[config.mk]
export PLATFORM = sky130hd
export DESIGN_NAME = fifo_burst_reader
export DESIGN_NICKNAME = d
export VERILOG_FILES = /design/src/rtl/fifo_burst_reader_pkg.sv /design/src/rtl/fifo_burst_reader_skid_buf2.sv /design/src/rtl/fifo_burst_reader.sv
export SDC_FILE = /design/constraint.sdc
export NUM_CORES = 1
export LEC_CHECK = 0
export CORE_UTILIZATION = 55
export DETAILED_ROUTE_END_ITERATION = 16
export PLACE_DENSITY = 0.82
export SLEW_MARGIN = 20
export SYNTH_ARGS = -nofsm -noshare
export SYNTH_HDL_FRONTEND = slang
export SYNTH_SLANG_ARGS = --single-unit
export TNS_END_PERCENT = 100
[constraint.sdc]
create_clock -name clk_i -period 5.2 [get_ports clk_i]
set_input_delay 1.04 -clock clk_i [delete_from_list [all_inputs] [get_ports clk_i]]
set_output_delay 1.04 -clock clk_i [all_outputs]
set_load 0.01 [all_outputs]
[src/rtl/fifo_burst_reader_pkg.sv]
// Shared definitions for the FIFO burst reader: default geometry, FSM encoding
// and a counter-width helper.
package fifo_burst_reader_pkg;

  localparam int unsigned DDR_DATA_W_DEF = 64;
  localparam int unsigned BURST_LEN_DEF  = 8;
  localparam int unsigned STALL_MAX_DEF  = 15;

  typedef enum logic [1:0] {
    IDLE  = 2'd0,
    BURST = 2'd1,
    FLUSH = 2'd2
  } state_e;

  // Beat counters must hold the value BURST_LEN itself without wrapping.
  function automatic int unsigned beat_cnt_w(input int unsigned len);
    return $clog2(len) + 1;
  endfunction

endpackage

[src/rtl/fifo_burst_reader_skid_buf2.sv]
// Two-entry output buffer: push/pop in the same cycle keeps occupancy constant.
module skid_buf2 #(
  parameter int unsigned W = 64
) (
  input  logic         i_clk,
  input  logic         i_rst,
  input  logic         i_push,
  input  logic [W-1:0] i_data,
  input  logic         i_pop,
  output logic [W-1:0] o_data,
  output logic         o_full,
  output logic         o_empty
);

  logic [W-1:0] r_mem [2];
  logic         r_wr_ptr;
  logic         r_rd_ptr;
  logic [1:0]   r_cnt;
  logic         w_push;
  logic         w_pop;

  assign o_full  = (r_cnt == 2'd2);
  assign o_empty = (r_cnt == 2'd0);
  assign w_push  = i_push & ~o_full;
  assign w_pop   = i_pop & ~o_empty;
  assign o_data  = r_mem[r_rd_ptr];

  always_ff @(posedge i_clk) begin
    if (i_rst) begin
      for (int unsigned i = 0; i < 2; i++) begin
        r_mem[i] <= '0;
      end
      r_wr_ptr <= 1'b0;
      r_rd_ptr <= 1'b0;
      r_cnt    <= '0;
    end else begin
      if (w_push) begin
        r_mem[r_wr_ptr] <= i_data;
        r_wr_ptr        <= ~r_wr_ptr;
      end
      if (w_pop) begin
        r_rd_ptr <= ~r_rd_ptr;
      end
      case ({w_push, w_pop})
        2'b10:   r_cnt <= r_cnt + 2'd1;
        2'b01:   r_cnt <= r_cnt - 2'd1;
        default: r_cnt <= r_cnt;
      endcase
    end
  end

endmodule

[src/rtl/fifo_burst_reader.sv]
// Reads fixed-length bursts from a show-ahead FIFO into a 2-entry output buffer,
// flags FIFO starvation and counts completed bursts.
module fifo_burst_reader
  import fifo_burst_reader_pkg::*;
#(
  parameter int unsigned DDR_DATA_W = DDR_DATA_W_DEF,
  parameter int unsigned BURST_LEN  = BURST_LEN_DEF,
  parameter int unsigned STALL_MAX  = STALL_MAX_DEF
) (
  input  logic                  clk_i,
  input  logic                  rst,
  input  logic                  burst_req_i,
  output logic                  burst_gnt_o,
  input  logic                  fifo_rd_ready_i,
  input  logic [DDR_DATA_W-1:0] fifo_data_i,
  output logic                  fifo_rd_o,
  output logic                  dq_valid_o,
  output logic [DDR_DATA_W-1:0] dq_data_o,
  output logic                  dq_last_o,
  input  logic                  dq_ready_i,
  output logic                  busy_o,
  output logic                  underrun_o,
  output logic [15:0]           burst_cnt_o
);

  localparam int unsigned CW = beat_cnt_w(BURST_LEN);
  localparam int unsigned SW = $clog2(STALL_MAX + 1);
  localparam logic [CW-1:0] LEN        = CW'(BURST_LEN);
  localparam logic [CW-1:0] LAST       = CW'(BURST_LEN - 1);
  localparam logic [SW-1:0] STALL_LAST = SW'(STALL_MAX - 1);

  state_e        r_state;
  logic [CW-1:0] r_pop_cnt;
  logic [CW-1:0] r_out_cnt;
  logic [SW-1:0] r_stall_cnt;
  logic          r_underrun;
  logic [15:0]   r_burst_cnt;

  logic w_full;
  logic w_empty;
  logic w_pop_fifo;
  logic w_accept;
  logic w_out_last;

  // Grant and pop are combinational so a grant in cycle N pops in N+1;
  // both are held off while reset is asserted.
  assign burst_gnt_o = ~rst & burst_req_i & (r_state == IDLE);
  assign w_pop_fifo  = ~rst & fifo_rd_ready_i & (r_state == BURST) &
                       (r_pop_cnt < LEN) & ~w_full;
  assign w_accept    = ~w_empty & dq_ready_i;
  assign w_out_last  = (r_out_cnt == LAST);

  assign fifo_rd_o   = w_pop_fifo;
  assign dq_valid_o  = ~w_empty;
  assign dq_last_o   = ~w_empty & w_out_last;
  assign busy_o      = (r_state != IDLE);
  assign underrun_o  = r_underrun;
  assign burst_cnt_o = r_burst_cnt;

  skid_buf2 #(.W(DDR_DATA_W)) u_buf (
    .i_clk   (clk_i),
    .i_rst   (rst),
    .i_push  (w_pop_fifo),
    .i_data  (fifo_data_i),
    .i_pop   (w_accept),
    .o_data  (dq_data_o),
    .o_full  (w_full),
    .o_empty (w_empty)
  );

  always_ff @(posedge clk_i) begin
    if (rst) begin
      r_state     <= IDLE;
      r_pop_cnt   <= '0;
      r_out_cnt   <= '0;
      r_stall_cnt <= '0;
      r_underrun  <= 1'b0;
      r_burst_cnt <= '0;
    end else begin
      r_underrun <= 1'b0;
      if (w_accept) begin
        r_out_cnt <= r_out_cnt + 1'b1;
      end
      case (r_state)
        IDLE: begin
          if (burst_req_i) begin
            r_state     <= BURST;
            r_pop_cnt   <= '0;
            r_out_cnt   <= '0;
            r_stall_cnt <= '0;
          end
        end
        BURST: begin
          // Only an empty FIFO counts as a stall; a full output buffer does not.
          if (w_pop_fifo) begin
            r_pop_cnt   <= r_pop_cnt + 1'b1;
            r_stall_cnt <= '0;
            if (r_pop_cnt == LAST) begin
              r_state <= FLUSH;
            end
          end else if (!fifo_rd_ready_i && (r_pop_cnt < LEN)) begin
            if (r_stall_cnt == STALL_LAST) begin
              r_stall_cnt <= '0;
              r_underrun  <= 1'b1;
            end else begin
              r_stall_cnt <= r_stall_cnt + 1'b1;
            end
          end
        end
        FLUSH: begin
          if (w_accept && w_out_last) begin
            r_state     <= IDLE;
            r_burst_cnt <= r_burst_cnt + 16'd1;
          end
        end
        default: r_state <= IDLE;
      endcase
    end
  end

endmodule
After elaboration in Yosys (flattened, before gate mapping)
Memory sizes are Yosys's and may differ from the RTL's. A register that Yosys moved wholly into a read port is not among the register bits.
Cells that the tools add are included.
{ "op_classes": {"bitwise": 17, "n_mux": 27, "reduce_logical": 14, "add_sub_neg": 6, "n_eq_ne": 13, "n_lt_le_gt_ge": 1} }
{ "ops": {"columns": ["op", "n"], "rows": [
  ["$mux 64", 1],
  ["$reduce_or 64->1", 1],
  ["$mux 4", 8],
  ["$add 16x1->16 const B", 1],
  ["$pmux 4 s2", 2],
  ["$add 4x1->4 const B", 3],
  ["$and 1x1->1", 10],
  ["$mux 1", 10],
  ["$eq 4x3->1 const B", 2],
  ["$mux 2", 4],
  ["$not 1->1", 7],
  ["$eq 2x2->1 const B", 3],
  ["$pmux 2 s3", 1],
  ["$reduce_and 3->1", 2],
  ["$reduce_bool 2->1", 3],
  ["$eq 2x1->1 const B", 2],
  ["$eq 4x4->1 const B", 1],
  ["$logic_not 2->1", 2],
  ["$lt 4x4->1 const B", 1],
  ["$ne 2x1->1 const B", 2],
  ["$ne 2x2->1 const B", 2],
  ["$pmux 2 s2", 1],
  ["$reduce_and 4->1", 1],
  ["$reduce_or 4->1", 1],
  ["6 further kinds", 7]
]} }
{ "totals": {"register_bits": 35, "elab_cells": 88, "out_inout_bits": 86, "n_memories": 1, "in_bits": 69, "ramBits": 128} }
{ "memory_table": {"columns": ["memory", "depth", "width", "rd", "rd_clocked_by_memory_dff", "wr", "line", "rtl"], "rows": [
  ["u_buf.r_mem", 2, 64, 1, 1, 2, "fifo_burst_reader_skid_buf2.sv:15", "logic [W-1:0] r_mem [2];"]
]} }

Depth between registers and ports, before layout
Gate-level depths: netlist (run 1).
{ "depth": {"ltp_word": 11, "ltp_mapped": 10, "mapped_depth_nobuf": 7} }

Hierarchy
From an unflattened synthesis (run 1), not the netlist that was laid out.
{ "unflattened": {"cells_unflattened": 623, "hier_area_um2": 7364.6} }
{ "by_module_without_submodules": {"columns": ["mod", "seq_area_each_um2", "area_per_inst_um2", "cells_per_inst", "n_inst"], "rows": [
  ["skid_buf2", 3943.8, 5834.3, 440, 1],
  ["fifo_burst_reader", 620.6, 1530.2, 183, 1]
]} }

Worst setup path before layout (run 1)
No wires, ideal clock.
{ "synth_path": {"kind": "input-to-reg", "from": "input rst", "to": "memory u_buf.r_mem[0][0], enable pin", "required_time_ns": 4.779, "n_path_buf": 3, "setup_ns": 0.421, "arrival_ns": 3.309, "path_slack_ns": 1.470, "cell_stages": 6, "path_cell_list": "clkbuf_2 -> nor2_1 -> and4_1 -> buf_2 -> buf_2 -> a21o_1"} }
{ "synth_lines": {"columns": ["element", "line", "rtl"], "rows": [
  ["start, declared", "fifo_burst_reader.sv:11", "input logic rst,"],
  ["end, declared", "fifo_burst_reader_skid_buf2.sv:15", null]
]} }

Worst setup path after layout (run 1)
{ "layout_path": {"from": "input rst", "to": "output fifo_rd_o"} }
{ "layout_via": {"elab_chain_cells": 5} }
{ "layout_lines": {"columns": ["element", "line", "rtl"], "rows": [
  ["$not 1->1", "fifo_burst_reader.sv:48", "assign w_pop_fifo = ~rst & fifo_rd_ready_i & (r_state == BURST) &"],
  ["$and 1x1->1 (3 in series)", "fifo_burst_reader.sv:48", null],
  ["$and 1x1->1", "fifo_burst_reader.sv:49", "(r_pop_cnt < LEN) & ~w_full;"],
  ["end, declared", "fifo_burst_reader.sv:16", "output logic fifo_rd_o,"]
]} }
No other way between the ends.

==> run metrics, run 1 <==
PD cells 324 nW/um2; Setup crit end kind output pin; Worst R2R Path Depth 4; post-CTS sizing 0; Post-DP HPWL 9.68 mm; mux contribution to synthesized area 10.2%; Critical Path Start rst; RSZ-0062 raised after global routing false; WL final 15.8 mm; cell area after layout 9480 um2; first-pass GRT wire length 24.6 mm; simple-gate share of the synthesized area 17.7%; Syn Nets 633; post-layout minimum cycle time 3930 ps; Site Rows 41; TritonCTS buffer count 17; Cell variety after synth 49; DRT Pass-1 Iters 5; Avg WL per Cell 18.0 um; final std cells w/o fill 877; status complete, no violations; CTS tree done; CP Max Fanout 52; WHS Path Cells 2; Area growth syn-to-layout 30.1%; clk sinks 164; Core Region 12,800 um2; grt ovf 0; async set or reset register ratio after synthesis 0%; worst slack, placed 1260 ps; largest net degree at the start of global routing 87; hold slack final 488 ps; Max Fclk 255 MHz; I/O pin cnt 155; sequential fraction of the synthesis area 62.6%; HP Start r_out_cnt[1]; xor/xnor share of the synthesized area 1.44%; Placed Cells 845; GP Congestion 0.791; Initial Util 57.0%; vias per cell 5.71; initial antenna violation count 1; CP startpoint kind primary input; Antenna Cells 0; Hold Crit Class reg2reg; Post-Syn Area per Cell 13.1 um2; DRT antenna net count 0; # port buffers 154; relative slew slack 29.7%; synthesized netlist cell count 558; Final #Nets 767; clk root buf clkbuf_16; reg2reg setup slack 2650 ps; DR DRC count 0; ratio of cells with drive above 1 in the final layout 15.7%; GRT Resource Usage Total 24.1%; worst setup path category in2out; clk slew on worst S/H paths 60 ps; Die H 117 um; period utilisation layout 75.5%; Clock Path Buffers 2; Worst-Margin Slew 1050 ps; Post-synth EDFFs 128; worst setup margin 1270 ps; initial DRC count 449; Synth Area in Compound Gates 3.81%; Critical Path AT 2890 ps; via count 5,012; Req. time, crit path 4160 ps; Fin Clk Skew 5.31 ps; final setup vio count 0; H-Tree Depth 4; setup bufs post-CTS 0; DP Area 8930 um2; Die Area 13,700 um2; Netlist Area Pre-Place 7290 um2; Post-CTS Hold Fix Bufs 0; largest family of logic cells by synthesized area simple AND/OR/NAND/NOR gates; post-synthesis adder-cell area fraction 1.03%; synthesized flop and latch total 164; final core occ 74.2%; Skew-Pair Late Insertion Delay 420 ps; Area contributors post-synth edfxtp_1 53%, and3_1 11%, mux2_2 10%; synth warn 0; Critical R2R Launch r_state[0]; chip width 117 um; R2R Path End u_buf.r_mem[0][33]; Slew Viols, Final 0; Synth top area share 52.8%; overall power 3.07 mW; ys flop type edfxtp_1; max cap viols 0; Setup TNS 0 ps; vias in the first global route 4,948; worst vdd ir 0.168 mV; Leakage Power 3.88 nW; Final Hold Fails 0; Hold EP r_out_cnt[1]; cell taking the most area after synthesis edfxtp_1
-- layout by cell type (no fill, tap or decap), types with 9 or more instances in the layout --
master / Yosys / final
clkdlybuf4s50_1: 0 / 154
and3_1: 132 / 132
edfxtp_1: 128 / 128
mux2_2: 65 / 65
dfxtp_1: 36 / 34
nor2_1: 19 / 19
clkbuf_16: 0 / 17
a21oi_1: 13 / 13
nand2_1: 10 / 10
inv_1: 9 / 9
o21ai_0: 9 / 9
-- flip-flops by register name, summed over array words and instances, names as in the netlist, named ones only --
signal	cells
u_buf.r_mem	128
r_stall_cnt	4
burst_cnt_o	16
r_pop_cnt	4
underrun_o	1
u_buf.r_cnt	2
r_state	2
u_buf.r_rd_ptr	1
u_buf.r_wr_ptr	1
r_out_cnt	4
-- layout make-up --
type / instances / area (um2)
clock buffers: 20 / 437
well taps: 172 / 215
inverters: 10 / 37.5
repair buffers: 160 / 1610
multi-input cells: 339 / 2500
clock inverters: 12 / 114
flip-flops and latches: 164 / 4570
fillers: 809 / 3300
-- report_power, final --
part	internal, mW	switching [mW]	total [mW]
logic	0.226	0.168	0.394
registers	1.47	0.0330	1.50
clock network	0.697	0.476	1.17
total	2.39	0.677	3.07
-- worst max-delay path by stage --
stage	to	slack, ps	depth (start not counted)
2_1_floorplan	u_buf.r_mem[0][0]	1470	6
3_3_place_gp	fifo_rd_o	1290	4
3_5_place_dp	fifo_rd_o	1260	4
4_1_cts	fifo_rd_o	1270	4
5_1_grt	fifo_rd_o	1180	4
6_report	fifo_rd_o	1270	4
-- routing by layer --
metal  share of wire, %  vias up  GRT usage, %
met5                  0        -             0
met4                1.2        0          8.27
met3                7.1       18          8.39
met2                 50      156          40.0
met1                 41     2470          29.4
li1                   -     2368             -
-- cells in the mapped netlist (all sizes together) (7+ instances only) --
cell	n
dfxtp	36
clkbuf	37
o21ai	9
inv	10
edfxtp	128
nand2	10
or4	7
nand4	7
nor2	19
a21oi	13
xor2	7
mux2	65
buf	8
and3	132
-- critical path: stages --
cell             delay [ps]
clkdlybuf4s50_1         420
nor2_1                  220
and4_4                  550
clkdlybuf4s50_1         640
-- cell families (layout without fill, tap and decap cells) --
| logic type | Yosys count | after routing |
|---|---|---|
| xor+xnor | 12 | 12 |
| simple gates | 212 | 212 |
| flops | 164 | 164 |
| mux | 66 | 66 |
| buf+inv | 55 | 202 |
| fa+ha+maj | 6 | 6 |
| compound gates | 43 | 43 |
(Power assumes the default switching activity.)
==> run 2, diff against run 1 <==
CORE_UTILIZATION = 51   (was 55)
PLACE_DENSITY = 0.77   (was 0.82)
clock period = 3.7 ns   (was 5.2 ns; I/O delays follow)
==> run 2 against run 1 <==
Against the previous run: register-to-register slack lost 1000 ps; non-clock buffer count is 4 higher; wire length up 0.51%; critical path type unchanged; critical endpoint unchanged; cell count is 1.4% higher; via count about the same; worst hold slack improved by 16 ps; core utilization fell by 5.8 points; cell area is 0.54% higher; combinational power is 45% higher; critical path depth unchanged; first-iteration DRC count decreased by 20%.
==> run metrics, run 2 (synthesized netlist as in run 1, its figures left out) <==
TritonCTS buffer count 17; Critical Path Start rst; period utilisation layout 80.5%; Req. time, crit path 2960 ps; grt ovf 0; HP Start r_out_cnt[1]; Skew-Pair Late Insertion Delay 420 ps; worst vdd ir 0.321 mV; first-pass GRT wire length 24.5 mm; Core Region 13,900 um2; H-Tree Depth 4; max cap viols 0; Fin Clk Skew 5.36 ps; Crit path top cell by count clkdlybuf4s50_1; Setup TNS 0 ps; Most flops, register u_buf.r_mem; R2R Path End burst_cnt_o[15]; slowest library cell on the worst path clkdlybuf4s50_1; post-CTS sizing 0; Worst R2R Path Depth 5; post-layout minimum cycle time 2980 ps; Critical R2R Launch r_out_cnt[0]; final core occ 68.4%; WL final 15.8 mm; GP Congestion 0.710; Die Area 14,800 um2; Worst-Margin Slew 560 ps; Final Hold Fails 0; PD cells 459 nW/um2; Max stage delay on crit path 550 ps; vias in the first global route 5,020; Setup crit end kind output pin; Clock Path Buffers 2; reg2reg setup slack 1630 ps; CP Max Fanout 6; Largest register FFs 128; Slew Viols, Final 0; final setup vio count 0; # port buffers 154; overall power 4.37 mW; Leakage Power 3.90 nW; initial antenna violation count 0; I/O pin cnt 155; Hold Crit Class reg2reg; CTS tree done; most common cell after layout, fill and taps aside clkdlybuf4s50_1; WHS Path Cells 2; worst setup path category in2out; clk slew on worst S/H paths 60 ps; Area growth syn-to-layout 30.8%; Max Fclk 336 MHz; Site Rows 43; GRT Resource Usage Total 21.7%; Die H 122 um; clk sinks 164; initial DRC count 359; Hold EP r_out_cnt[1]; CP startpoint kind primary input; Avg WL per Cell 17.8 um; DRT antenna net count 0; Post-CTS Hold Fix Bufs 0; Antenna Cells 0; Critical Path AT 2240 ps; Final #Nets 771; relative slew slack 62.7%; ratio of cells with drive above 1 in the final layout 16.1%; RSZ-0062 raised after global routing false; largest net degree at the start of global routing 69; cells along the critical path clkdlybuf4s50_1 -> nor2_1 -> and4_4 -> clkdlybuf4s50_1; vias per cell 5.64; setup bufs post-CTS 0; Post-DP HPWL 9.77 mm; DRT Pass-1 Iters 4; Initial Util 52.3%; clk root buf clkbuf_16; commonest non-fill, non-tap cells in the layout 154 x clkdlybuf4s50_1, 132 x and3_1, 128 x edfxtp_1, 65 x mux2_2, 34 x dfxtp_1; DR DRC count 0; chip width 122 um; via count 5,017; status complete, no violations
## run 2: cell types whose count changed in the layout (fill, tap and decap cells not counted), sizes merged
cell,before,now
buf,6,10
bufinv,2,3
clkinvlp,3,4
clkinv,7,5
## run 2: report_power, final
group	internal [mW]	switching, mW
registers	2.06	0.0257
clock network	1.05	0.665
logic	0.320	0.253
## run 2: metrics by stage
step | cells | instance area (um2) | hold WS [ps] | worst slack [ps]
after CTS | 889 | 9530 | 505 | 707
final | 889 | 9530 | 503 | 723
after global routing | 889 | 9530 | 527 | 630
after global placement | 857 | 8950 | 465 | 728
after floorplan | 558 | 7290 | 454 | 270
after detailed placement | 857 | 8950 | 497 | 708
## run 2: worst max path at each step
stage	end	slack, ps	depth (start not counted)
floorplan	u_buf.r_mem[0][0]	270	6
global placement	fifo_rd_o	730	4
detailed placement	fifo_rd_o	710	4
CTS	fifo_rd_o	710	4
global route	fifo_rd_o	630	4
finish	fifo_rd_o	720	4
## run 2: per-layer routing
metal | track usage (%) | part of all wire (%) | routed length [um] | vias to the layer above
li1 | - | - | - | 2375
met1 | 27.1 | 43 | 6850 | 2475
met2 | 36.1 | 49 | 7770 | 145
met3 | 4.98 | 5.6 | 886 | 22
met4 | 9.26 | 2.1 | 327 | 0
met5 | 0 | 0 | 0 | -
## run 2: cell type report
cell class              count  area [um2]
clock buffers              20         437
clock inverters            12         138
fillers                  1010        4410
inverters                  10        37.5
multi-input cells         339        2500
flip-flops and latches    164        4570
well taps                 180         225
repair buffers            164        1630
## run 2: worst max-delay path, delay by kind of cell
| family | cells | cell delay [ps] |
|---|---|---|
| buffers and inverters | 2 | 980 |
| AND/OR/NAND/NOR | 2 | 510 |
